**src/rtl/lsu_pkg.sv**
```systemverilog
// lsu_pkg: shared types and helpers for the load/store unit memory port.
package lsu_pkg;

    typedef enum logic [1:0] {
        IDLE  = 2'd0,
        ISSUE = 2'd1,
        RESP  = 2'd2,
        SPLIT = 2'd3
    } lsu_state_t;

    typedef logic [1:0] xfer_log2_t;

    localparam int unsigned LSU_MEM_SIZE_DEFAULT = 1024;

    // Transfer size in bytes from its log2 encoding.
    function automatic logic [3:0] size_bytes(input xfer_log2_t sz);
        logic [3:0] b;
        case (sz)
            2'd0:    b = 4'd1;
            2'd1:    b = 4'd2;
            2'd2:    b = 4'd4;
            default: b = 4'd8;
        endcase
        return b;
    endfunction

endpackage

```
**src/rtl/lsu_mem_port_load_extend.sv**
```systemverilog
// load_extend: sign/zero-extends the low bytes of raw load data to 64 bits.
module load_extend (
    input  logic [63:0] raw_data,
    input  logic [1:0]  size,
    input  logic        sign_ext,
    output logic [63:0] ext_data_c
);

    // Keep the transfer-sized low bytes, fill the rest with sign or zero.
    always_comb begin
        ext_data_c = raw_data;
        case (size)
            2'd0:    ext_data_c = {{56{sign_ext & raw_data[7]}},  raw_data[7:0]};
            2'd1:    ext_data_c = {{48{sign_ext & raw_data[15]}}, raw_data[15:0]};
            2'd2:    ext_data_c = {{32{sign_ext & raw_data[31]}}, raw_data[31:0]};
            default: ext_data_c = raw_data;
        endcase
    end

endmodule

```
**src/rtl/lsu_mem_port.sv**
```systemverilog
// lsu_mem_port: load/store unit initiator port to a byte-addressed, little-endian data memory.
// Build option LSU_MISALIGN_SPLIT_EN: misaligned in-bounds accesses run as byte-wide sequences
// instead of returning an error.
module lsu_mem_port
    import lsu_pkg::*;
#(
    parameter int unsigned MEM_SIZE = LSU_MEM_SIZE_DEFAULT,
    parameter int unsigned ADDR_W   = 64
) (
    input  logic              clk,
    input  logic              reset,
    input  logic              req_valid,
    output logic              req_ready,
    input  logic              req_write,
    input  logic [ADDR_W-1:0] req_addr,
    input  logic [63:0]       req_wdata,
    input  logic [1:0]        req_size,
    input  logic              req_signed,
    output logic              resp_valid,
    input  logic              resp_ready,
    output logic [63:0]       resp_rdata,
    output logic              resp_err,
    output logic [ADDR_W-1:0] addr,
    output logic [63:0]       writeData,
    output logic              writeEnable,
    output logic              readEnable,
    output logic [3:0]        xferSize,
    input  logic [63:0]       readData
);

    localparam int unsigned DATA_W = 64;
    localparam int unsigned CHK_W  = ADDR_W + 1;

    lsu_state_t        state_q, state_d;
    logic              req_ready_q, req_ready_d;
    logic              resp_valid_q, resp_valid_d;
    logic              resp_err_q, resp_err_d;
    logic [DATA_W-1:0] resp_rdata_q, resp_rdata_d;
    logic [ADDR_W-1:0] addr_q, addr_d;
    logic [DATA_W-1:0] write_data_q, write_data_d;
    logic              write_enable_q, write_enable_d;
    logic              read_enable_q, read_enable_d;
    logic [3:0]        xfer_size_q, xfer_size_d;
    logic [1:0]        lat_size_q, lat_size_d;
    logic              lat_signed_q, lat_signed_d;

    logic [3:0]        req_bytes_c;
    logic              misalign_c;
    logic              oob_c;
    logic              req_err_c;
    logic [DATA_W-1:0] ext_raw_c;
    logic [DATA_W-1:0] ext_data_c;

`ifdef LSU_MISALIGN_SPLIT_EN
    logic              lat_write_q, lat_write_d;
    logic [ADDR_W-1:0] lat_addr_q, lat_addr_d;
    logic [DATA_W-1:0] lat_wdata_q, lat_wdata_d;
    logic [2:0]        cnt_q, cnt_d;
    logic [2:0]        cnt_nx_c;
    logic [DATA_W-1:0] asm_q, asm_d;
    logic [3:0]        lat_bytes_c;
`endif

    // Request legality: alignment, and bounds evaluated one bit wider so the sum cannot wrap.
    always_comb begin
        req_bytes_c = size_bytes(req_size);
        misalign_c  = (req_addr & ADDR_W'(req_bytes_c - 4'd1)) != '0;
        oob_c       = (CHK_W'(req_addr) + CHK_W'(req_bytes_c)) > CHK_W'(MEM_SIZE);
`ifdef LSU_MISALIGN_SPLIT_EN
        req_err_c   = oob_c;
`else
        req_err_c   = oob_c | misalign_c;
`endif
    end

    // Raw load data: straight from memory, or the byte-assembled value on the last split beat.
`ifdef LSU_MISALIGN_SPLIT_EN
    assign lat_bytes_c = size_bytes(lat_size_q);
    assign cnt_nx_c    = cnt_q + 3'd1;
    assign ext_raw_c   = (state_q == SPLIT)
                       ? (asm_q | (DATA_W'(readData[7:0]) << {cnt_q, 3'b000}))
                       : readData;
`else
    assign ext_raw_c   = readData;
`endif

    load_extend u_load_extend (
        .raw_data   (ext_raw_c),
        .size       (lat_size_q),
        .sign_ext   (lat_signed_q),
        .ext_data_c (ext_data_c)
    );

    // Next-state and next-output logic; memory outputs default to their idle values.
    always_comb begin
        state_d        = state_q;
        req_ready_d    = req_ready_q;
        resp_valid_d   = resp_valid_q;
        resp_err_d     = resp_err_q;
        resp_rdata_d   = resp_rdata_q;
        addr_d         = '0;
        write_data_d   = '0;
        write_enable_d = 1'b0;
        read_enable_d  = 1'b0;
        xfer_size_d    = 4'd8;
        lat_size_d     = lat_size_q;
        lat_signed_d   = lat_signed_q;
`ifdef LSU_MISALIGN_SPLIT_EN
        lat_write_d    = lat_write_q;
        lat_addr_d     = lat_addr_q;
        lat_wdata_d    = lat_wdata_q;
        cnt_d          = cnt_q;
        asm_d          = asm_q;
`endif

        case (state_q)
            IDLE: begin
                if (req_valid && req_ready_q) begin
                    req_ready_d  = 1'b0;
                    lat_size_d   = req_size;
                    lat_signed_d = req_signed;
`ifdef LSU_MISALIGN_SPLIT_EN
                    lat_write_d  = req_write;
                    lat_addr_d   = req_addr;
                    lat_wdata_d  = req_wdata;
`endif
                    if (req_err_c) begin
                        // resp_valid rises one cycle later, matching the legal-access latency
                        state_d      = RESP;
                        resp_err_d   = 1'b1;
                        resp_rdata_d = '0;
                    end
`ifdef LSU_MISALIGN_SPLIT_EN
                    else if (misalign_c) begin
                        state_d        = SPLIT;
                        cnt_d          = 3'd0;
                        asm_d          = '0;
                        addr_d         = req_addr;
                        xfer_size_d    = 4'd1;
                        write_enable_d = req_write;
                        read_enable_d  = ~req_write;
                        write_data_d   = req_write ? DATA_W'(req_wdata[7:0]) : '0;
                    end
`endif
                    else begin
                        state_d        = ISSUE;
                        addr_d         = req_addr;
                        xfer_size_d    = req_bytes_c;
                        write_enable_d = req_write;
                        read_enable_d  = ~req_write;
                        write_data_d   = req_write ? req_wdata : '0;
                    end
                end
            end
            ISSUE: begin
                state_d      = RESP;
                resp_valid_d = 1'b1;
                resp_err_d   = 1'b0;
                resp_rdata_d = read_enable_q ? ext_data_c : '0;
            end
            RESP: begin
                if (!resp_valid_q) begin
                    resp_valid_d = 1'b1;
                end else if (resp_ready) begin
                    state_d      = IDLE;
                    resp_valid_d = 1'b0;
                    resp_err_d   = 1'b0;
                    resp_rdata_d = '0;
                    req_ready_d  = 1'b1;
                end
            end
`ifdef LSU_MISALIGN_SPLIT_EN
            SPLIT: begin
                if (cnt_q == 3'(lat_bytes_c - 4'd1)) begin
                    state_d      = RESP;
                    resp_valid_d = 1'b1;
                    resp_err_d   = 1'b0;
                    resp_rdata_d = lat_write_q ? '0 : ext_data_c;
                end else begin
                    cnt_d          = cnt_nx_c;
                    asm_d          = ext_raw_c;
                    addr_d         = lat_addr_q + ADDR_W'(cnt_nx_c);
                    xfer_size_d    = 4'd1;
                    write_enable_d = lat_write_q;
                    read_enable_d  = ~lat_write_q;
                    write_data_d   = lat_write_q
                                   ? DATA_W'(8'(lat_wdata_q >> {cnt_nx_c, 3'b000}))
                                   : '0;
                end
            end
`endif
            default: begin
                state_d     = IDLE;
                req_ready_d = 1'b1;
            end
        endcase
    end

    // State and output registers; reset drops strobes immediately and discards the held request.
    always_ff @(posedge clk or posedge reset) begin
        if (reset) begin
            state_q        <= IDLE;
            req_ready_q    <= 1'b1;
            resp_valid_q   <= 1'b0;
            resp_err_q     <= 1'b0;
            resp_rdata_q   <= '0;
            addr_q         <= '0;
            write_data_q   <= '0;
            write_enable_q <= 1'b0;
            read_enable_q  <= 1'b0;
            xfer_size_q    <= 4'd8;
            lat_size_q     <= 2'd0;
            lat_signed_q   <= 1'b0;
        end else begin
            state_q        <= state_d;
            req_ready_q    <= req_ready_d;
            resp_valid_q   <= resp_valid_d;
            resp_err_q     <= resp_err_d;
            resp_rdata_q   <= resp_rdata_d;
            addr_q         <= addr_d;
            write_data_q   <= write_data_d;
            write_enable_q <= write_enable_d;
            read_enable_q  <= read_enable_d;
            xfer_size_q    <= xfer_size_d;
            lat_size_q     <= lat_size_d;
            lat_signed_q   <= lat_signed_d;
        end
    end

`ifdef LSU_MISALIGN_SPLIT_EN
    // Split-sequence registers: held request, byte counter and load assembly buffer.
    always_ff @(posedge clk or posedge reset) begin
        if (reset) begin
            lat_write_q <= 1'b0;
            lat_addr_q  <= '0;
            lat_wdata_q <= '0;
            cnt_q       <= 3'd0;
            asm_q       <= '0;
        end else begin
            lat_write_q <= lat_write_d;
            lat_addr_q  <= lat_addr_d;
            lat_wdata_q <= lat_wdata_d;
            cnt_q       <= cnt_d;
            asm_q       <= asm_d;
        end
    end
`endif

    assign req_ready   = req_ready_q;
    assign resp_valid  = resp_valid_q;
    assign resp_err    = resp_err_q;
    assign resp_rdata  = resp_rdata_q;
    assign addr        = addr_q;
    assign writeData   = write_data_q;
    assign writeEnable = write_enable_q;
    assign readEnable  = read_enable_q;
    assign xferSize    = xfer_size_q;

endmodule

```
**config.mk**
```make
export PLATFORM = sky130hd
export DESIGN_NAME = lsu_mem_port
export DESIGN_NICKNAME = d
export VERILOG_FILES = /design/src/rtl/lsu_pkg.sv /design/src/rtl/lsu_mem_port_load_extend.sv /design/src/rtl/lsu_mem_port.sv
export SDC_FILE = /design/constraint.sdc
export NUM_CORES = 1
export LEC_CHECK = 0
export CAP_MARGIN = 5
export CORE_ASPECT_RATIO = 1.5
export CORE_MARGIN = 5
export CORE_UTILIZATION = 32
export CTS_CLUSTER_DIAMETER = 50
export CTS_CLUSTER_SIZE = 25
export DETAILED_ROUTE_END_ITERATION = 16
export HOLD_SLACK_MARGIN = 0.03
export PLACE_DENSITY = 0.61
export SKIP_LAST_GASP = 1
export SLEW_MARGIN = 0
export SYNTH_ARGS = -nofsm -noshare
export SYNTH_HDL_FRONTEND = slang
export SYNTH_SLANG_ARGS = --single-unit
```
**constraint.sdc**
```tcl
create_clock -name clk -period 8.4 [get_ports clk]
set_clock_uncertainty 0.1 [all_clocks]
set_input_delay 1.26 -clock clk [delete_from_list [all_inputs] [get_ports clk]]
set_output_delay 1.26 -clock clk [all_outputs]
set_load 0.005 [all_outputs]
```
# Word-level counts from Yosys, hierarchy flattened
# Cells that the tools add are included.
dict set report op_classes {
  n_mux 41
  reduce_logical 11
  eq_ne 10
  n_bitwise 7
  addsub 2
  n_lt_le_gt_ge 1
}
# cell count
set op_table {}
lappend op_table {{64-bit 2-to-1 mux} 12}
lappend op_table {{64-bit case mux with 3 select lines} 2}
lappend op_table {{64-bit by 4-bit adder with 65-bit output} 1}
lappend op_table {{65-bit by 11-bit > comparator with 1-bit output (second input constant)} 1}
lappend op_table {{64-bit AND} 1}
lappend op_table {{64-bit nonzero test} 1}
lappend op_table {{1-bit 2-to-1 mux} 15}
lappend op_table {{4-bit 2-to-1 mux} 3}
lappend op_table {{4-bit case mux with 3 select lines} 1}
lappend op_table {{2-bit 2-to-1 mux} 4}
lappend op_table {{2-bit != test (second input constant)} 4}
lappend op_table {{2-bit by 1-bit equality test with 1-bit output (second input constant)} 3}
lappend op_table {{2-bit equality test (second input constant)} 3}
lappend op_table {{2-bit logical NOT} 3}
lappend op_table {{1-bit case mux with 3 select lines} 2}
lappend op_table {{2-bit case mux with 3 select lines} 1}
lappend op_table {{5-bit AND reduction} 1}
lappend op_table {{4-bit by 1-bit subtractor with 5-bit output (second input constant)} 1}
lappend op_table {{4-bit AND reduction} 1}
lappend op_table {{1-bit AND} 3}
lappend op_table {{3-bit AND reduction} 1}
lappend op_table {{3-bit nonzero test} 1}
lappend op_table {{1-bit NOT} 2}
lappend op_table {{1-bit case mux with 2 select lines} 1}
lappend op_table {{other kinds (4)} 4}
dict set report word_totals {
  output_inout_bits 201
  register_bits 206
  in_bits 200
  wordCells 84
}

# Longest topological paths before layout
# Gate-level depths: netlist (run 1).
dict set report depth {
  word_depth 9
  mapped_depth 16
  depth_no_buf 13
}

# By module
# A second synthesis (run 1) with hierarchy kept.
dict set report hier_totals {
  cells_unflattened 965
  hier_area_um2 10511.3
}
# module seq_area_each_um2 cells_each area_per_inst_um2 instances
set modules_own_cells {}
lappend modules_own_cells {lsu_mem_port 5157.4 816 9590.4 1}
lappend modules_own_cells {load_extend 0.0 149 920.9 1}

# Worst setup path after synthesis (run 1)
# OpenSTA, ideal clock, no wires.
dict set report synth_timing {
  path_type {input port to flip-flop}
  startpoint {in req_size[1]}
  endpoint {reg resp_rdata_q[10] (netlist: resp_rdata[10])}
  setup_ps 125
  cell_stages 13
  n_path_buf 2
  setup_slack_ps 3739
  t_arrival_ps 4436
  required_ps 8175
  path_cell_list {and2_1 ha_1 o21ai_0 o21bai_1 nand3_2 o31a_1 or4_4 nor4_4 and4_4 a21oi_1 buf_6 buf_6 mux2_4}
}
dict set report synth_via {
  elab_chain_cells 8
  word_cells_on_any_way 12
  classes_between {add/sub: 2; order compare: 1; eq/ne: 3; mux: 1; bitwise: 2; reduce/logical: 3}
}
# element line_no
set synth_rtl {}
lappend synth_rtl {{start: declaration} lsu_mem_port.sv:17} ;# input logic [1:0] req_size,
lappend synth_rtl {{2-bit equality test, or another cell as far along} lsu_pkg.sv:18} ;# case (sz)
lappend synth_rtl {{4-bit case mux with 3 select lines (*)} lsu_pkg.sv:18}
lappend synth_rtl {{parallel branches: the longest is 3 deep, another holds 64-bit by 4-bit adder with 65-bit output} --}
lappend synth_rtl {{1-bit bitwise OR (*)} lsu_mem_port.sv:72} ;# req_err_c = oob_c | misalign_c;
lappend synth_rtl {{2-bit != test (no source line) (*)} --}
lappend synth_rtl {{5-bit AND reduction (no source line) (*)} --}
lappend synth_rtl {{end signal: assignment} lsu_mem_port.sv:219} ;# resp_rdata_q <= resp_rdata_d;
lappend synth_rtl {{end: declaration} lsu_mem_port.sv:38} ;# logic [DATA_W-1:0] resp_rdata_q, resp_rdata_d;
# Every way passes the cells marked *.
# A chain may end at the register's enable or synchronous reset.

# Final worst setup path (run 1)
dict set report layout_timing {
  startpoint {in req_size[1]}
  endpoint {reg write_data_q[61] (netlist: writeData[61])}
}
dict set report layout_via {
  elab_chain_cells 9
  word_cells_on_any_way 13
  classes_between {add/sub: 2; order compare: 1; eq/ne: 2; mux: 4; bitwise: 2; reduce/logical: 2}
}
# element line_no
set layout_rtl {}
lappend layout_rtl {{2-bit equality test, or another cell as far along} lsu_pkg.sv:18}
lappend layout_rtl {{4-bit case mux with 3 select lines (*)} lsu_pkg.sv:18}
lappend layout_rtl {{parallel branches: the longest is 3 deep, another holds 64-bit by 4-bit adder with 65-bit output} --}
lappend layout_rtl {{1-bit bitwise OR (*)} lsu_mem_port.sv:72}
lappend layout_rtl {{64-bit 2-to-1 mux (*)} lsu_mem_port.sv:127} ;# if (req_err_c) begin
lappend layout_rtl {{64-bit 2-to-1 mux (*)} lsu_mem_port.sv:118} ;# if (req_valid && req_ready_q) begin
lappend layout_rtl {{64-bit 2-to-1 mux (*)} lsu_mem_port.sv:116} ;# case (state_q)
lappend layout_rtl {{via write_data_d[61]} lsu_mem_port.sv:40} ;# logic [DATA_W-1:0] write_data_q, write_data_d;
lappend layout_rtl {{end signal: assignment} lsu_mem_port.sv:221} ;# write_data_q <= write_data_d;
lappend layout_rtl {{end: declaration} lsu_mem_port.sv:40}
# Mark *: on every way through the listed nets, which the timed path passes.

==> run metrics, run 1 <==
outcome complete, no violations; Worst Path Max Fanout 65; largest area contributor in the netlist dfrtp_1; Synth Area in Adders 1.42%; Num CTS Buffers 19; Switch Pwr 759 µW; distinct cell type count after synthesis 66; initial antenna violation count 7; post-synthesis sequential area ratio about 55%; Setup Buffers After CTS 0; via count around 8,300; Simple-Gate Fraction of Synth Area roughly 19%; CP Data Arrival Time between 6 and 7 ns; largest net degree at the start of global routing 132; max-slew violations 0; critical path type input pin to flop; peak supply drop 0.000166 V; number of synthesized register bits around 210; Cells after Synth 858; Post-route DRC 0; Post-Syn Area ~9400 µm²; Logic pwr share roughly 22%; endpoints failing setup 0; Largest stage delay, worst path 0.86 ns; largest family of logic cells by synthesized area simple AND/OR/NAND/NOR gates; Worst-Margin Slew 1.16 ns; Post-CTS Hold Buffers 0; CP endpoint kind flop; nets 1,503; Leakage about 0.0062 µW; Rows 76; crit-path cells clkdlybuf4s50_1 > nand2b_1 > inv_1 > ha_1 > a211oi_1 > o21bai_1 > nand2_1 > or3_1 > o21ai_0 > o2111a_1 > o2111a_1 > and4_4 > and3_2 > and2_1; WL per Instance 21.0 µm; most common cell after layout, fill and taps aside clkdlybuf4s50_1; Yosys Warn Count 0; fraction of registers with async set/reset 100%; GRT overflow 0; Tmin final 5.99 ns; final antenna-violating net count 0; detailed placer's ending HPWL 28,000 µm; total power 2520 µW; Skew-Pair Late Insertion Delay 0.51 ns; DRT met1 WL 12,000 µm; CTS root buffer clkbuf_16; # IOs 401; vias in the first global route 8,430; Multi-input gate area a little over 4000 µm²; syn avg cell area 10.9 µm²; max cap viols 0; cell mode on critical path o2111a_1; HP Class flop to flop; Power per Cell Area ~170 nW/µm²; RSZ-0062 raised after global routing no; mux cell area share after synthesis between 8 and 9%; most frequent cells in the layout clkdlybuf4s50_1, dfrtp_1, and2_1, nand2_1, conb_1; CTS-repair resized insts 0; share of post-route cells with drive strength above 1 6.58%; filler instances between 2,000 and 3,000; worst path bufs/invs 2; met3 WL 3040 µm; Setup crit start kind input pin; GRT Overall Usage between 20% and 30%; IO Port Bufs 400; number of flops mapped to enable cells by yosys 0; max layer used met5; DR iter-0 viols 385; Pre-Repair DR Iteration Count 5; Die Area around 33,000 µm²; CP max stage cell and3_2; Worst path top cell family by delay simple AND/OR/NAND/NOR gates; CTS max path bufs 3; # clock sinks 206; WL met2 19,000 µm; area delta synth->final 55.5%; top cell type's share of synthesized area 54.5%; TritonCTS clock tree yes; H-tree depth 1; Seq pwr share 42.0%; WL final 35,700 µm; Hold Vio Cnt, Final 0; chip width 150 µm; Starting Density ~33%; Die Height 220 µm; post-synthesis xor/xnor area fraction 2.43%; final setup TNS 0 ns; GP Congestion 0.971; clock power share 36.2%; worst path required time 8.74 ns; DR vias/cell 4.88; internal power approximately 1800 µW; Rel. slew slack 22.6%; Top FF cell, synth dfrtp_1; Synth Area in Compound Gates 8.50%; main area contributors after synthesis dfrtp_1, and2_1, mux2_4; fmax 167 MHz; first-pass GRT wire length slightly above 50,000 µm; CTS clock-pin slew for the worst setup and hold paths around 0.07 ns; area taken by flip-flops and latches 5160 µm²; core area between 20,000 and 30,000 µm²; Sw Ratio 30.1%; final worst path period share 71.3%
## kinds of logic (layout without fill, tap and decap cells)
group | after synthesis | in the layout
adders and majority gates | 10 | 10
and+or+nand+nor | 320 | 320
DFF | 206 | 206
AOI/OAI and AO/OA | 133 | 133
muxes | 68 | 68
other | 1 | 59
buffers and inverters | 94 | 490
xor gates and xnor gates | 26 | 26
## synth_stat cells, drive strengths merged, types with 2 or more instances
master and n:
nor3 19, o311ai 2, o22a 2, or2 2, o31a 2, o21ai 52, o211ai 3, nand2 61
or3 4, dfrtp 204, xor2 10, nor4 32, buf 22, a2111oi 2, mux2 34, o2111a 2
inv 53, o22ai 4, dfstp 2, and4 5, nor2 29, a21oi 38, nor2b 2, mux2i 34
ha 9, a211oi 3, and2 69, nand2b 3, clkbuf 19, o2111ai 3, a31oi 6, xnor2 16
nand4 23, and3 27, a21o 2, nand3 37, nor3b 2, o31ai 3
## area by class of cell
type / count / area share (%)
Multi-Input combinational cell: 610 / 27.6
Clock buffer: 20 / 3.36
Clock inverter: 14 / 1.20
Timing Repair Buffer: 403 / 27.6
Sequential cell: 206 / 35.4
Tap cell: 390 / 3.35
Inverter: 53 / 1.42
Antenna cell: 6 / 0.103
## power groups by stage
stage          clock (µW)  combinational, µW  sequential (µW)
6_report              912                551             1060
5_1_grt               985                593             1070
4_1_cts               944                552             1060
3_5_place_dp            0                551             1080
3_3_place_gp            0                553             1080
2_1_floorplan           0                350             1060
## per-layer routing
metal  global-route usage (%)  vias up
li1                         -     3825
met1                     21.6     4015
met2                     39.0      383
met3                     4.94       79
met4                     9.46        2
met5                        0        -
## stage by stage
stage / cell area (µm²) / worst slack, ns / instances / utilization, % / hold slack, ns
3_5_place_dp: 13900 / 1.94 / 1662 / 48.2 / 0.379
3_3_place_gp: 13900 / 2.01 / 1662 / 48.2 / 0.368
2_1_floorplan: 9570 / 1.42 / 910 / - / 0.383
4_1_cts: 14600 / 2.45 / 1696 / 50.5 / 0.398
6_report: 14600 / 2.41 / 1702 / 50.6 / 0.390
5_1_grt: 14600 / 2.12 / 1702 / 50.6 / 0.408
## path summary, 6_finish.rpt
check / from / end / slack, ns / cells after the start
min in group asynchronous: reset / addr[32]$_DFF_PP0_ / 1.26 / 2
worst max-delay path: req_size[1] / writeData[61]$_DFF_PP0_ / 2.41 / 14
worst min register to register: resp_rdata[29]$_DFFE_PP0P_ / resp_rdata[29]$_DFFE_PP0P_ / 0.39 / 1
max in group asynchronous: reset / resp_rdata[3]$_DFFE_PP0P_ / 5.38 / 3
worst max register to register: lat_size_q[1]$_DFFE_PP0P_ / resp_rdata[40]$_DFFE_PP0P_ / 5.30 / 5
worst min-delay path: resp_rdata[29]$_DFFE_PP0P_ / resp_rdata[29]$_DFFE_PP0P_ / 0.39 / 1
## registers in the layout, indices dropped and copies added, names as in the netlist
register      count
state_q           2
lat_signed_q      1
readEnable        1
resp_valid        1
req_ready         1
resp_err          1
addr             64
writeEnable       1
resp_rdata       64
lat_size_q        2
xferSize          4
writeData        64
## worst register-to-register path: cells and delay by family (launching register included)
kind | cells | cell delay (ns)
flops | 1 | 0.93
mux | 1 | 0.20
simple gates | 1 | 0.85
buf+inv | 1 | 0.34
compound gates | 2 | 0.60
Note: power is estimated with default switching activity, not from simulation.
==> inputs of run 2 (changes only) <==
Clock period 8.4 ns to 6.1 ns, I/O delays scaled along.
==> run 2 against run 1 <==
Compared with the run above:
- worst setup slack worse by 1.4 ns
- design area increased by 0.72%
- cell count about the same
- combinational power grew 39%
- critical endpoint is now resp_rdata[13]$_DFFE_PP0P_
- highest routed layer unchanged
==> run metrics, run 2 (same netlist as run 1, synthesis figures left out) <==
outcome complete, no violations; HP Start resp_rdata[31]$_DFFE_PP0P_; Hold Path Sink resp_rdata[31]$_DFFE_PP0P_; final setup TNS 0 ns; Hold Vio Cnt, Final 0; Setup crit start kind input pin; endpoints failing setup 0; R2R setup slack roughly 2.6 ns; Worst-Margin Slew 0.972 ns; CP Data Arrival Time 5.37 ns; HP Class flop to flop; R2R depth 4; detailed placer's ending HPWL 28,600 µm; CTS clock-pin slew for the worst setup and hold paths 0.09 ns; CTS-repair resized insts 0; # clock sinks 206; Sw Ratio roughly 30%; WL per Instance approximately 21 µm; Rel. slew slack 35.0%; max-slew violations 0; fmax 196 MHz; total power 3510 µW; Setup Buffers After CTS 0; share of post-route cells with drive strength above 1 6.94%; Switch Pwr roughly 1100 µW; most common cell after layout, fill and taps aside clkdlybuf4s50_1; final antenna-violating net count 0; CP endpoint kind flop; hold path cells 1; DR iter-0 viols about 380; Rows 76; Logic pwr share 21.8%; r2r endpoint resp_rdata[51]$_DFFE_PP0P_; Pre-Repair DR Iteration Count 5; Die Height 220 µm; critical path type input pin to flop; Post-route DRC 0; Power per Cell Area 239 nW/µm²; RSZ-0062 raised after global routing no; cell mode on critical path o2111a_1; Num CTS Buffers 19; worst path required time 6.38 ns; # IOs 401; Post-CTS Hold Buffers 0; crit-path cells clkdlybuf4s50_1 > nand2b_1 > inv_1 > ha_1 > a211oi_1 > o21bai_1 > nand2_1 > or3_1 > o21ai_0 > o2111a_1 > o2111a_1 > and4_4 > a21oi_4 > buf_12 > mux2_4; Tmin final between 5 and 6 ns; via count about 8,300; vias in the first global route 8,358; CTS root buffer clkbuf_16; area delta synth->final 56.7%; initial antenna violation count 3; CP max stage cell clkdlybuf4s50_1; chip width about 150 µm; WL final 36,000 µm; GRT overflow 0; Skew-Pair Late Insertion Delay 0.48 ns; Die Area ~33,000 µm²; first-pass GRT wire length 51,700 µm; largest net degree at the start of global routing 114; H-tree depth 1; GP Congestion 1.00; core area 28,800 µm²; max cap viols 0; reg2reg start lat_size_q[1]$_DFFE_PP0P_; TritonCTS clock tree yes; GRT Overall Usage 20.8%; nets 1,510; final worst path period share 83.6%; Leakage 0.00625 µW; most frequent cells in the layout clkdlybuf4s50_1, dfrtp_1, and2_1, nand2_1, conb_1; Seq pwr share 41.5%; peak supply drop 0.000249 V; Starting Density about a third; IO Port Bufs 400; DR vias/cell 4.87; Worst Path Max Fanout between 60 and 70; CTS max path bufs 3; internal power 2440 µW; hold slack roughly 0.39 ns; clock power share between 30% and 40%; Largest stage delay, worst path 0.58 ns
## run 2: final cells by class
type | instances | area, µm²
clock inverter | 12 | 204
timing repair buffer | 410 | 4120
fill | 2673 | 14100
clock buffer | 20 | 489
sequential | 206 | 5160
multi-input combinational | 610 | 4020
antenna | 2 | 5.00
inverter | 53 | 203
tap | 390 | 488
## run 2: power groups by stage
stage	Sequential (µW)	Combinational, µW	Clock (µW)
global placement	1480	769	0
floorplan	1460	482	0
CTS	1460	771	1320
detailed placement	1480	767	0
finish	1460	766	1280
global route	1470	817	1370
## run 2: metrics by stage
step / worst slack (ns) / util [%] / instances / cell area (µm²)
2_1_floorplan: 1.78 / - / 910 / 9570
3_3_place_gp: 0.663 / 48.5 / 1669 / 14000
3_5_place_dp: 0.546 / 48.5 / 1669 / 14000
4_1_cts: 1.08 / 50.9 / 1701 / 14700
5_1_grt: 0.879 / 51.0 / 1703 / 14700
6_report: 1.00 / 51.0 / 1703 / 14700
## run 2: worst max-delay path by stage
stage	start	endpoint	cells after the start
3_3_place_gp	req_size[1]	resp_rdata[30]$_DFFE_PP0P_	15
2_1_floorplan	req_size[1]	resp_rdata[10]$_DFFE_PP0P_	13
4_1_cts	req_size[1]	resp_rdata[29]$_DFFE_PP0P_	15
6_report	req_size[1]	resp_rdata[13]$_DFFE_PP0P_	15
5_1_grt	req_size[1]	resp_rdata[5]$_DFFE_PP0P_	15
3_5_place_dp	req_size[1]	resp_rdata[28]$_DFFE_PP0P_	15
## run 2: worst max-delay path, delay by kind of cell
| kind | cells | cell delay [ns] |
|---|---|---|
| adders and majority gates | 1 | 0.29 |
| and+or+nand+nor | 4 | 1.14 |
| muxes | 1 | 0.37 |
| buffers and inverters | 3 | 0.91 |
| AOI/OAI and AO/OA | 6 | 1.65 |
## run 2: layer usage
| layer | GRT usage [%] | share of wire (%) | vias to the layer above |
|---|---|---|---|
| met5 | 0 | 0.036 | - |
| met2 | 38.9 | 53 | 371 |
| met4 | 9.49 | 4.9 | 2 |
| met1 | 21.4 | 34 | 4016 |
| li1 | - | - | 3827 |
| met3 | 5.41 | 8.3 | 77 |
